`src/rtl/seq_ctrl_pkg.sv`:
```
// Shared definitions for the four1s_four0s sequencer: default sizes and FSM state encoding.
package seq_ctrl_pkg;

  localparam int DEF_WIDTH = 16;
  localparam int DEF_LEN_W = 5;
  localparam int DEF_CNT_W = 5;

  localparam int ST_W = 3;
  localparam logic [ST_W-1:0] ST_IDLE  = 3'd0;
  localparam logic [ST_W-1:0] ST_CLR   = 3'd1;
  localparam logic [ST_W-1:0] ST_RUN   = 3'd2;
  localparam logic [ST_W-1:0] ST_DRAIN = 3'd3;
  localparam logic [ST_W-1:0] ST_DONE  = 3'd4;

  // CLR, RUN and DRAIN form the active part of a run.
  function automatic logic is_busy_state(input logic [ST_W-1:0] st);
    return (st == ST_CLR) || (st == ST_RUN) || (st == ST_DRAIN);
  endfunction

endpackage

```
`src/rtl/edge_detect_rise.sv`:
```
// Registered rising-edge detector: o_pulse is high for one cycle after i_sig goes 0 -> 1.
module edge_detect_rise (
  input  logic i_clk,
  input  logic i_rst,
  input  logic i_sig,
  output logic o_pulse
);

  logic r_prev;
  logic r_pulse;

  always_ff @(posedge i_clk) begin
    if (!i_rst) begin
      r_prev  <= 1'b0;
      r_pulse <= 1'b0;
    end else begin
      r_prev  <= i_sig;
      r_pulse <= i_sig & ~r_prev;
    end
  end

  assign o_pulse = r_pulse;

endmodule

```
`src/rtl/seq_detect_ctrl.sv`:
```
// Sequencer that clears the serial detector, shifts a test word into it MSB first and
// collects the match count and first match index from its Moore output.
module seq_detect_ctrl
  import seq_ctrl_pkg::*;
#(
  parameter int WIDTH = DEF_WIDTH,
  parameter int LEN_W = DEF_LEN_W,
  parameter int CNT_W = DEF_CNT_W
) (
  input  logic             i_clk,
  input  logic             i_rst,
  input  logic             i_start,
  input  logic             i_step_mode,
  input  logic             i_step,
  input  logic [WIDTH-1:0] i_pattern,
  input  logic [LEN_W-1:0] i_len,
  output logic             o_det_w,
  output logic             o_det_en,
  output logic             o_det_rst,
  input  logic             i_det_z,
  output logic             o_busy,
  output logic             o_done,
  output logic [CNT_W-1:0] o_match_cnt,
  output logic [LEN_W-1:0] o_first_idx,
  output logic             o_first_valid,
  output logic [ST_W-1:0]  o_state
);

  // Detector handshake: det_en is a one-cycle advance strobe carrying det_w; det_z reflects
  // that advance on the following cycle, which is when r_pend asks for it to be sampled.

  logic [ST_W-1:0]  r_state;
  logic [ST_W-1:0]  w_state_nxt;
  logic [WIDTH-1:0] r_pattern;
  logic [LEN_W-1:0] r_len;
  logic [LEN_W-1:0] r_idx;
  logic [LEN_W-1:0] r_pend_idx;
  logic [LEN_W-1:0] r_first_idx;
  logic [CNT_W-1:0] r_match_cnt;
  logic             r_pend;
  logic             r_first_valid;
  logic             r_det_w;
  logic             r_det_rst;

  logic             w_step_pulse;
  logic             w_start_ok;
  logic             w_advance;
  logic             w_last_adv;
  logic             w_bit;
  logic [WIDTH-1:0] w_shifted;
  logic [LEN_W-1:0] w_len_clamped;

  edge_detect_rise u_step_edge (
    .i_clk   (i_clk),
    .i_rst   (i_rst),
    .i_sig   (i_step),
    .o_pulse (w_step_pulse)
  );

  assign w_start_ok    = i_start && ((r_state == ST_IDLE) || (r_state == ST_DONE));
  assign w_len_clamped = (i_len > LEN_W'(WIDTH)) ? LEN_W'(WIDTH) : i_len;
  assign w_advance     = (r_state == ST_RUN) && (!i_step_mode || w_step_pulse);
  assign w_last_adv    = w_advance && (r_idx == (r_len - LEN_W'(1)));

  // Bit idx counted from the MSB, selected by shifting it into the top position.
  assign w_shifted = r_pattern << r_idx;
  assign w_bit     = w_shifted[WIDTH-1];

  always_comb begin
    w_state_nxt = r_state;
    case (r_state)
      ST_IDLE:  if (i_start) w_state_nxt = ST_CLR;
      ST_CLR:   w_state_nxt = (r_len == '0) ? ST_DRAIN : ST_RUN;
      ST_RUN:   if (w_last_adv) w_state_nxt = ST_DRAIN;
      ST_DRAIN: w_state_nxt = ST_DONE;
      ST_DONE:  w_state_nxt = i_start ? ST_CLR : ST_IDLE;
      default:  w_state_nxt = ST_IDLE;
    endcase
  end

  always_ff @(posedge i_clk) begin
    if (!i_rst) begin
      r_state       <= ST_IDLE;
      r_pattern     <= '0;
      r_len         <= '0;
      r_idx         <= '0;
      r_pend        <= 1'b0;
      r_pend_idx    <= '0;
      r_match_cnt   <= '0;
      r_first_idx   <= '0;
      r_first_valid <= 1'b0;
      r_det_w       <= 1'b0;
      r_det_rst     <= 1'b0;
    end else begin
      r_state   <= w_state_nxt;
      // Registered from the next state so the detector sees reset for exactly the CLR cycle.
      r_det_rst <= (w_state_nxt != ST_CLR);

      r_pend <= w_advance;
      if (w_advance) begin
        r_det_w    <= w_bit;
        r_idx      <= r_idx + LEN_W'(1);
        r_pend_idx <= r_idx;
      end

      if (r_pend && i_det_z) begin
        if (r_match_cnt != '1) r_match_cnt <= r_match_cnt + CNT_W'(1);
        if (!r_first_valid) begin
          r_first_idx   <= r_pend_idx;
          r_first_valid <= 1'b1;
        end
      end

      if (w_start_ok) begin
        r_pattern     <= i_pattern;
        r_len         <= w_len_clamped;
        r_idx         <= '0;
        r_match_cnt   <= '0;
        r_first_idx   <= '0;
        r_first_valid <= 1'b0;
      end
    end
  end

  // det_w follows the bit being sent on an advance and otherwise holds the last one sent.
  assign o_det_w       = w_advance ? w_bit : r_det_w;
  assign o_det_en      = w_advance;
  assign o_det_rst     = r_det_rst;
  assign o_busy        = is_busy_state(r_state);
  assign o_done        = (r_state == ST_DONE);
  assign o_match_cnt   = r_match_cnt;
  assign o_first_idx   = r_first_idx;
  assign o_first_valid = r_first_valid;
  assign o_state       = r_state;

endmodule

```
`config.mk`:
```
export PLATFORM = sky130hd
export DESIGN_NAME = seq_detect_ctrl
export DESIGN_NICKNAME = d
export VERILOG_FILES = /design/src/rtl/seq_ctrl_pkg.sv /design/src/rtl/edge_detect_rise.sv /design/src/rtl/seq_detect_ctrl.sv
export SDC_FILE = /design/constraint.sdc
export NUM_CORES = 1
export LEC_CHECK = 0
export CORE_MARGIN = 2
export CORE_UTILIZATION = 52
export CTS_BUF_LIST = sky130_fd_sc_hd__clkbuf_4
export DETAILED_ROUTE_END_ITERATION = 10
export GPL_TIMING_DRIVEN = 0
export HOLD_SLACK_MARGIN = 0.15
export PLACE_DENSITY_LB_ADDON = 0.15
export SLEW_MARGIN = 40
export SYNTH_ARGS = -nofsm -noshare
export SYNTH_HDL_FRONTEND = slang
export SYNTH_HIERARCHICAL = 1
export SYNTH_SLANG_ARGS = --single-unit
```
`constraint.sdc`:
```
create_clock -name i_clk -period 2 [get_ports i_clk]
set_input_delay 0.4 -clock i_clk [delete_from_list [all_inputs] [get_ports i_clk]]
set_output_delay 0.4 -clock i_clk [all_outputs]
set_load 0.01 [all_outputs]
```
==> flow_summary.ini <==
[sta]
worst_slew_pin_slew_ps = 448.3
relSlewSlack_pct = 70.11
fin_skew_ps = 8.229
period_minus_slack_ps = 2084
rsz0062_at_grt = yes
max_clock_freq_mhz = 479.9
setup_ws_ps = -83.91
slew_viol_final = 0
whs_ps = 465.2
hold_viol_final = 0
setup_violations = 1
fin_crit_sh_pct = 104.2

[placement]
place_congestion = 0.7971
io_buffers = 45
hpwl_um = 3233
dp.cells = 345
place_area_sq_mm = 0.002706
pre_cts_slack_ps = -489.7

[synthesis]
synth_compound_area_share_pct = 9.184
synth_cells = 250
synth_top_family_by_area = simple AND/OR/NAND/NOR gates
synthTopCellsByArea = dfxtp_1, nand2_1, mux2i_1, a21oi_1, nor2_1
ys_ff_latch = 50
synth-xor-area-share_pct = 5.990
ys_types = 39
synth.most_common_cell = nand2_1
yosys_warnings = 6
ys_seq_area_share_pct = 45.64
synth-simple-area-share_pct = 25.27
synth_mux_area_share_pct = 6.845
synth_top_area_share_pct = 45.64
synth_area_sq_mm = 0.002193
synth-edff-count = 0
yosys-top-cells-count = nand2_1, dfxtp_1, a21oi_1
synth_adder_area_share_pct = 2.282
async_flop_share_pct = 0
synthFlopType = dfxtp_1
syn_avg_cell_area_sq_um = 8.773
syn-num-nets = 281
yosysTopAreaCell = dfxtp_1

[final_layout]
n_antenna_cell = 0
nets = 339
final_area_sq_mm = 0.002839
final_cells = 359
drive_gt1_share_pct = 13.59
area_growth_pct = 29.44

[grt]
groute.usage.overall_pct = 21.47
grt_pass1_wl_um = 7521
globalRouteMet3Util_pct = 5.844
use_met2_pct = 35.22
antenna_found_initial = 0
grt_use_met1_pct = 26.85
grt_pass1_vias = 1659
grt_overflow = 0
grt_max_degree = 17
busiest_layer = met2

[setup_path]
cp_max_fo = 6
cp_data_arrival_time_ps = 1680
path_class = reg -> out
critPathCaptureType = primary output
crit_path_start_kind = flop
cp_data_required_time_ps = 1600

[detailed_routing]
first_pass_iters = 4
routedWlPerCell_um = 12.70
vias = 1858
ant_nets = 0
route.detailed.drc = 0
routed_wirelength_um = 4560
dr.first_iter.drc_count = 79
vias_per_cell = 5.175

[cts]
clk_path_buf_depth = 2
tritoncts = done
clk_latency_ps = 380
clock_sinks = 50
cts-buffers-inserted = 5
clkTransAtPathRegs_ps = 140
root_buffer = clkbuf_4
cts_max_level = 2

[floorplanning]
ioPinCount = 46
placeableCoreArea_sq_mm = 0.004029
die_h_um = 68.95
die_area_sq_mm = 0.004753
die_x_um = 68.95
initial_core_util_pct = 54.44
std_cell_rows = 23

[power]
leakagePower_nw = 1.096
powerDensity_mw_per_mm2 = 691.0
max-vdd-ir-drop_mv = 0.4928

[outcome]
status = complete, but fails checks
violations = setup timing

[worst_hold_path]
hold_path_class = reg -> reg

[job]
cap_violations = 0
==> registers in the layout, indices dropped and copies added, names as in the netlist <==
signal and cells:
o_first_idx 5, r_idx 5, o_first_valid 1, r_pend 1, r_len 5, r_pattern 16, o_match_cnt 5, r_pend_idx 5
u_step_edge/o_pulse 1, r_det_w 1, u_step_edge/r_prev 1, o_state 3, o_det_rst 1
==> path summary, 6_finish.rpt <==
check / slack, ps / endpoint / cells after the start / startpoint
min reg2reg: 470 / r_pattern[0] / 2 / r_pattern[0]
max: -80 / o_det_w / 5 / o_state[0]
max reg2reg: 200 / o_match_cnt[3] / 8 / o_match_cnt[0]
min: 470 / r_pattern[0] / 2 / r_pattern[0]
==> report_power, final <==
group	internal [W]	switching, W	leakage (nW)	total, W
clock	0.000137	0.000335	0.0312	0.000472
sequential	0.00105	0.0000351	0.411	0.00109
combinational	0.000197	0.000206	0.654	0.000404
==> kinds of logic after synthesis <==
group	Yosys count
compound gates	37
xor+xnor	15
fa+ha+maj	4
buf+inv	17
flops	50
mux	15
simple gates	112
==> final cells by class <==
| type | count | area [sq um] |
|---|---|---|
| repair buffers | 51 | 486.7 |
| flip-flops and latches | 50 | 1016 |
| inverters | 5 | 23.77 |
| plain buffers | 12 | 83.83 |
| clock buffers | 5 | 37.54 |
| multi-input cells | 183 | 1107 |
| fillers | 345 | 1190 |
| clock inverters | 3 | 21.27 |
| well taps | 50 | 62.56 |
==> placed cells by master, fill, tap and decap left out, drive strengths merged, types with 5 or more instances in the layout <==
cell type       n
a21oi          29
xnor2           9
clkdlybuf4s50  41
buf            15
nand3           5
nand3b          6
mux2i          15
nor2           21
xor2            6
inv             5
dfxtp          50
clkbuf         10
nand2          57
==> through the flow <==
stage	utilization (%)	total power [W]	TNS [ps]
3_5_place_dp	67.17	0.001484	-807.5
6_report	70.47	0.001962	-83.91
3_3_place_gp	67.17	0.001474	-817.1
4_1_cts	70.16	0.001971	-69.61
2_1_floorplan	-	0.001332	0
5_1_grt	70.47	0.002062	-195.8
==> routing by layer <==
layer	vias up	share of wire (%)	wire length [um]
met5	-	0	0
met4	0	1.6	75
met3	10	3.6	165
met2	33	49	2240
met1	866	46	2079
li1	949	-	-
==> worst max-delay path, stage by stage (launching register included) <==
cell and delay [ps]:
dfxtp_4 390, nor3b_4 310, nand3_2 130, nand4b_1 240, nand3_1 100, buf_2 130
==> what timing repair did <==
action,4_1_cts,5_1_grt
hold buffers,0,0
pin swaps,6,2
setup buffers,5,1
endpoints found under the setup margin,4,3
resized for setup,20,4
hold endpoints to repair,0,0
Note: power is estimated with default switching activity, not from simulation.
